File: src/rtl/prog_feeder_pkg.sv
// prog_feeder_pkg
// Shared definitions for the program feeder: opcode field position,
// opcode constants, FSM state encodings and an opcode extraction helper.
// No ports.
package prog_feeder_pkg;

    localparam int OPC_MSB = 8;
    localparam int OPC_LSB = 6;

    localparam logic [2:0] OP_MV   = 3'b000;
    localparam logic [2:0] OP_MVI  = 3'b001;
    localparam logic [2:0] OP_ADD  = 3'b010;
    localparam logic [2:0] OP_SUB  = 3'b011;
    localparam logic [2:0] OP_HALT = 3'b111;

    typedef logic [2:0] state_t;

    localparam state_t ST_IDLE   = 3'd0;
    localparam state_t ST_FETCH  = 3'd1;
    localparam state_t ST_LATCH  = 3'd2;
    localparam state_t ST_ISSUE  = 3'd3;
    localparam state_t ST_IMM    = 3'd4;
    localparam state_t ST_WAIT   = 3'd5;
    localparam state_t ST_HALTED = 3'd6;

    function automatic logic [2:0] opcode_of(input logic [15:0] word);
        return word[OPC_MSB:OPC_LSB];
    endfunction

endpackage

File: src/rtl/prog_feeder_watchdog.sv
// feeder_watchdog
// Done-timeout down-counter. Loads TIMEOUT_CYCLES on load, decrements
// while count_en is high, and flags expire on the last counted cycle.
// Ports:
//   clk_sys   in  clock
//   rst_b     in  asynchronous active-low reset
//   load      in  reload the counter (WAIT entry)
//   count_en  in  counting window (in WAIT)
//   expire    out high on the TIMEOUT_CYCLES-th counted cycle
module feeder_watchdog #(
    parameter int TIMEOUT_CYCLES = 64
) (
    input  logic clk_sys,
    input  logic rst_b,
    input  logic load,
    input  logic count_en,
    output logic expire
);
    localparam int CW = $clog2(TIMEOUT_CYCLES + 1);

    logic [CW-1:0] cnt_q;

    always_ff @(posedge clk_sys or negedge rst_b) begin
        if (!rst_b) begin
            cnt_q <= '0;
        end else if (load) begin
            cnt_q <= CW'(TIMEOUT_CYCLES);
        end else if (count_en && cnt_q != '0) begin
            cnt_q <= cnt_q - CW'(1);
        end
    end

    // Counter holds TIMEOUT_CYCLES on the first WAIT cycle, so a value of
    // one marks the final counted cycle.
    assign expire = count_en && (cnt_q == CW'(1));

endmodule

File: src/rtl/prog_feeder.sv
// prog_feeder
// Fetches instruction words from a synchronous program ROM and issues them
// to the processor: one-cycle Run strobe with the word on DIN, the mvi
// immediate on the following cycle, then waits for Done before the next
// fetch. Stops on a HALT opcode.
// Optional feature macro: FEEDER_TIMEOUT_EN (Done timeout -> Err, HALTED).
// Ports:
//   Clock, Resetn        clock / asynchronous active-low reset
//   Start                begin from PC=0 (IDLE or HALTED only)
//   Done                 processor instruction-complete pulse
//   mem_data / mem_addr  ROM read data (1-cycle latency) / address
//   DIN, Run             word to processor and instruction-valid strobe
//   Busy, Halted, Err    status
//   PC, InstrCount       current instruction address, issued count
//
// state  | meaning
// IDLE   | after reset, waiting for Start
// FETCH  | ROM address = PC
// LATCH  | capture instruction word, prefetch PC+1
// ISSUE  | instruction on DIN with Run
// IMM    | mvi immediate on DIN
// WAIT   | waiting for Done
// HALTED | HALT word seen or timeout, waiting for Start
module prog_feeder
    import prog_feeder_pkg::*;
#(
    parameter int ADDR_W         = 5,
    parameter int TIMEOUT_CYCLES = 64
) (
    input  logic              Clock,
    input  logic              Resetn,
    input  logic              Start,
    input  logic              Done,
    input  logic [15:0]       mem_data,
    output logic [ADDR_W-1:0] mem_addr,
    output logic [15:0]       DIN,
    output logic              Run,
    output logic              Busy,
    output logic              Halted,
    output logic              Err,
    output logic [ADDR_W-1:0] PC,
    output logic [15:0]       InstrCount
);
    state_t            state_q;
    logic [ADDR_W-1:0] pc_q;
    logic [15:0]       ir_q;
    logic [15:0]       imm_q;
    logic [15:0]       cnt_q;
    logic              done_pend_q;
    logic              is_mvi;
    logic              wd_expire;
    logic              err_q;

    assign is_mvi = (opcode_of(ir_q) == OP_MVI);

`ifdef FEEDER_TIMEOUT_EN
    logic enter_wait;

    assign enter_wait = (state_q == ST_ISSUE && !is_mvi) || (state_q == ST_IMM);

    feeder_watchdog #(
        .TIMEOUT_CYCLES (TIMEOUT_CYCLES)
    ) u_watchdog (
        .clk_sys  (Clock),
        .rst_b    (Resetn),
        .load     (enter_wait),
        .count_en (state_q == ST_WAIT),
        .expire   (wd_expire)
    );
`else
    logic unused_timeout;
    assign unused_timeout = (TIMEOUT_CYCLES != 0);
    assign wd_expire      = 1'b0;
`endif

    always_ff @(posedge Clock or negedge Resetn) begin
        if (!Resetn) begin
            state_q     <= ST_IDLE;
            pc_q        <= '0;
            ir_q        <= '0;
            imm_q       <= '0;
            cnt_q       <= '0;
            done_pend_q <= 1'b0;
            err_q       <= 1'b0;
        end else begin
            case (state_q)
                ST_IDLE, ST_HALTED: begin
                    if (Start) begin
                        state_q <= ST_FETCH;
                        pc_q    <= '0;
                        cnt_q   <= '0;
                        err_q   <= 1'b0;
                    end
                end
                ST_FETCH: state_q <= ST_LATCH;
                ST_LATCH: begin
                    ir_q    <= mem_data;
                    state_q <= (opcode_of(mem_data) == OP_HALT) ? ST_HALTED : ST_ISSUE;
                end
                ST_ISSUE: begin
                    cnt_q <= cnt_q + 16'd1;
                    if (is_mvi) begin
                        // Immediate was prefetched from PC+1 during LATCH.
                        imm_q   <= mem_data;
                        pc_q    <= pc_q + ADDR_W'(2);
                        state_q <= ST_IMM;
                    end else begin
                        pc_q    <= pc_q + ADDR_W'(1);
                        state_q <= ST_WAIT;
                    end
                end
                ST_IMM: begin
                    // Processor may finish mvi while the immediate is still on DIN.
                    if (Done) done_pend_q <= 1'b1;
                    state_q <= ST_WAIT;
                end
                ST_WAIT: begin
                    if (Done || done_pend_q) begin
                        done_pend_q <= 1'b0;
                        state_q     <= ST_FETCH;
                    end else if (wd_expire) begin
                        err_q   <= 1'b1;
                        state_q <= ST_HALTED;
                    end
                end
                default: state_q <= ST_IDLE;
            endcase
        end
    end

    assign mem_addr = (state_q == ST_LATCH) ? pc_q + ADDR_W'(1) : pc_q;

    always_comb begin
        DIN = 16'h0000;
        case (state_q)
            ST_ISSUE: DIN = ir_q;
            ST_IMM:   DIN = imm_q;
            default:  DIN = 16'h0000;
        endcase
    end

    assign Run        = (state_q == ST_ISSUE);
    assign Busy       = (state_q != ST_IDLE) && (state_q != ST_HALTED);
    assign Halted     = (state_q == ST_HALTED);
    assign Err        = err_q;
    assign PC         = pc_q;
    assign InstrCount = cnt_q;

endmodule

File: config.mk
export PLATFORM = sky130hd
export DESIGN_NAME = prog_feeder
export DESIGN_NICKNAME = d
export VERILOG_FILES = /design/src/rtl/prog_feeder_pkg.sv /design/src/rtl/prog_feeder_watchdog.sv /design/src/rtl/prog_feeder.sv
export SDC_FILE = /design/constraint.sdc
export NUM_CORES = 1
export LEC_CHECK = 0
export ABC_AREA = 1
export CORE_ASPECT_RATIO = 0.8
export CORE_MARGIN = 2
export CORE_UTILIZATION = 30
export DETAILED_ROUTE_END_ITERATION = 7
export PLACE_DENSITY = 0.56
export SYNTH_ARGS = -nofsm -noshare
export SYNTH_HDL_FRONTEND = slang
export SYNTH_SLANG_ARGS = --single-unit
export TNS_END_PERCENT = 50
File: constraint.sdc
create_clock -name Clock -period 2.1 [get_ports Clock]
set_clock_uncertainty 0.15 [all_clocks]
set_input_delay 0.42 -clock Clock [delete_from_list [all_inputs] [get_ports Clock]]
set_output_delay 0.42 -clock Clock [all_outputs]
set_load 0.005 [all_outputs]
==> key figures <==
Run status
  – Status: finished, violations left
  – Violated checks: setup timing

Timing
  – Final setup violation count: 13
  – Period minus WS final: 2.21 ns
  – Crit share post-route: 1.05
  – FMAX: 452 MHz
  – Max Slew Vio Count: 0
  – Hold Vio Cnt, Final: 0
  – Final TNS setup: -0.776 ns
  – RSZ-0062 raised after global routing: yes
  – Final worst setup slack: -0.114 ns

Logic synthesis
  – Main synth FF type: dfrtp_1
  – Post-synth EDFFs: 0
  – Seq/Total Area, Yosys: 0.482
  – Synth area leader: dfrtp_1
  – Synth top cells by count: nand2_1 (113), dfrtp_1 (57), inv_1 (43), o21ai_0 (29), nand3_1 (27)
  – Top cells by area, synth: dfrtp_1 (48%), nand2_1 (14%), inv_1 (5.5%)
  – Mapped cell area: 2960 um^2
  – Synthesized instance count: 371
  – Share of flip-flops with an asynchronous set or reset: 1.00
  – Synth cell types: 29
  – Syn_nets: 394
  – Syn. warnings: 0
  – Syn avg cell area: 7.98 um^2
  – Register bit total from synthesis: 57
  – Most frequent cell after synthesis: nand2_1
  – Post-synth top area share: 0.482

Worst hold path
  – Hold EP: ir_q[2]
  – Hold Path Class: flop to flop
  – Hold_sp: ir_q[2]
  – Hold depth: 2

Clock tree
  – Clock buffer depth: 2
  – Sink Count: 57
  – CTS clk-pin slew, worst paths: 0.05 ns
  – Clock H-tree levels: 3
  – Worst skew pair latency: 0.32 ns
  – Num CTS Buffers: 9
  – Root buffer cell: clkbuf_16
  – CTS tree: built

Worst setup path
  – Critical path type: flop to flop
  – Crit-path slowest cell: dfrtp_2
  – RR Endpoint: state_q[0]
  – Crit path max-delay family: buffers and inverters
  – Worst reg2reg path startpoint: state_q[0]
  – Max incr delay on CP: 0.41 ns
  – Req. time, crit path: 2.17 ns
  – Worst reg2reg path depth: 16
  – Top cell by count, worst path: buf_4
  – Buf/Inv on CP: 12
  – Worst-path fanout max: 4
  – R2R setup slack: -0.11 ns
  – Arrival time at the worst endpoint: 2.28 ns
  – CP Launch Type: flop
  – Cell-by-cell listing of the critical path: inv_2 > nand2_2 > inv_2 > buf_4 > buf_4 > buf_4 > buf_4 > buf_4 > buf_4 > buf_4 > buf_4 > buf_6 > a21oi_2 > nand3_1 > nand2_1 > inv_1
  – CP endpoint kind: flop

Power
  – Net switching power: 2.35 mW
  – Worst vdd ir: 556 uV
  – Register share of total power: 0.303
  – Leak: 2.22 nW
  – Sw frac: 0.368
  – Power per cell area: 1450 nW/um^2
  – Gate power share: 0.473
  – Internal: 4.05 mW
  – Clock power share: 0.224

Global route
  – Gr ovfl total: 0
  – Total Routing Usage GR: 0.163
  – Vias in the first global route: 2853
  – Largest net degree at the start of global routing: 58
  – First-pass GRT wire length: 13.7 mm
  – Antenna violations before repair: 0

Floorplanning
  – Die Span Y: 92.8 um
  – Die width: 115 um
  – Ports: 66
  – Core area: 9610 um^2
  – Initial core utilization: 0.308
  – Row count: 32
  – DIE AREA: 10700 um^2

Placement
  – Number of port buffers: 64
  – Hpwl dp: 5.58 mm
  – Placed inst area: 3900 um^2
  – Gpl congestion: 0.833
  – Placed instance count: 569

Final layout
  – Share of cells above drive strength 1: 0.247
  – Nets@finish: 511
  – Finished Layout Cells: 612
  – Fill count: 977
  – Area growth syn-to-layout: 49.7%
  – N_diodes: 0
  – Fin area: 4430 um^2

Routing
  – Residual DRC: 0
  – DRT Pass-1 Iters: 4
  – Routed Wire Length: 8.28 mm
  – Wire length per cell: 13.5 um
  – DRT iter0 DRCs: 132
  – Via count: 2900
  – Antenna viol nets, final: 0
  – Vias per cell: 4.74

Run
  – Max Cap Viol: 0
-- worst max-delay path by stage --
stage,endpoint,depth (start not counted),from
final,state_q[0],16,state_q[0]
after global routing,state_q[0],16,state_q[0]
after CTS,DIN[11],9,state_q[1]
after detailed placement,mem_addr[3],5,state_q[0]
after global placement,mem_addr[3],5,state_q[0]
after floorplan,mem_addr[4],6,state_q[2]
-- per-stage QoR --
| step | worst slack (ns) | power, mW | utilization | hold WS [ns] |
|---|---|---|---|---|
| 2_1_floorplan | 0.353 | 3.22 | - | -0.0256 |
| 3_3_place_gp | -0.110 | 4.53 | 0.406 | 0.296 |
| 3_5_place_dp | -0.135 | 4.59 | 0.406 | 0.297 |
| 4_1_cts | -0.0827 | 6.26 | 0.454 | 0.332 |
| 5_1_grt | -0.187 | 6.88 | 0.461 | 0.357 |
| 6_report | -0.114 | 6.41 | 0.461 | 0.329 |
-- worst min-delay path, stage by stage (launching register included) --
cell and delay (ns):
dfrtp_1 0.34, nand2_1 0.06, o21ai_2 0.05
-- cell usage in the layout (no fill, tap or decap), types with 2 or more instances in the layout --
| master | n |
|---|---|
| nand3_1 | 26 |
| dfrtp_1 | 56 |
| nor2_4 | 3 |
| o21ai_2 | 5 |
| inv_2 | 5 |
| buf_4 | 36 |
| buf_12 | 3 |
| clkdlybuf4s50_1 | 39 |
| o21ai_0 | 26 |
| xor2_2 | 2 |
| inv_1 | 41 |
| nand4_1 | 8 |
| a22o_1 | 13 |
| buf_2 | 19 |
| xor2_1 | 2 |
| a21oi_1 | 6 |
| nand2_1 | 106 |
| buf_6 | 16 |
| nand2_2 | 6 |
| clkinv_2 | 4 |
| clkdlybuf4s15_1 | 2 |
| nand3_2 | 2 |
| nor2_1 | 18 |
| ha_1 | 3 |
| clkbuf_16 | 9 |
| o21bai_1 | 2 |
| o21ai_1 | 17 |
-- area by class of cell --
class | count | area, um^2 | area share
Inverter | 47 | 179 | 0.0404
Clock buffer | 10 | 239 | 0.0540
Timing Repair Buffer | 119 | 1050 | 0.237
Tap cell | 119 | 149 | 0.0336
Sequential cell | 57 | 1430 | 0.322
Clock inverter | 6 | 57.6 | 0.0130
Multi-Input combinational cell | 254 | 1330 | 0.299
-- sequential cells by signal, indices dropped and copies added (netlist names) --
signal       count
state_q          3
ir_q            16
done_pend_q      1
PC               5
imm_q           16
InstrCount      16
-- cells by family after synthesis --
family,synth area share
AND/OR/NAND/NOR,0.253
AO/OA/AOI/OAI,0.148
buffers and inverters,0.0909
flip-flops,0.482
XOR/XNOR,0.0118
adder cells (fa/ha/maj),0.0127
other,0.00127
-- metal layers --
layer  up-vias  share of wire  GRT usage
met5         -              0          0
met4         0         0.0051     0.0402
met3         4          0.056     0.0425
met2        76           0.48      0.266
met1      1378           0.45      0.215
li1       1442              -          -
-- power groups by stage --
stage          Sequential [mW]  Combinational (mW)  Clock, mW
2_1_floorplan             1.89                1.34          0
6_report                  1.94                3.03       1.43
5_1_grt                   2.01                3.36       1.51
3_5_place_dp              1.94                2.66          0
4_1_cts                   1.94                2.86       1.47
3_3_place_gp              1.93                2.60          0
-- timing repair --
| action | in CTS | in global routing |
|---|---|---|
| gates resized for setup | 111 | 17 |
| hold buffers | 1 | 0 |
| pin swaps | 12 | 11 |
| gates cloned | 0 | 0 |
| hold endpoints to repair | 57 | 0 |
| setup buffers | 24 | 4 |
| endpoints found under the setup margin | 24 | 24 |
(Power assumes the default switching activity.)
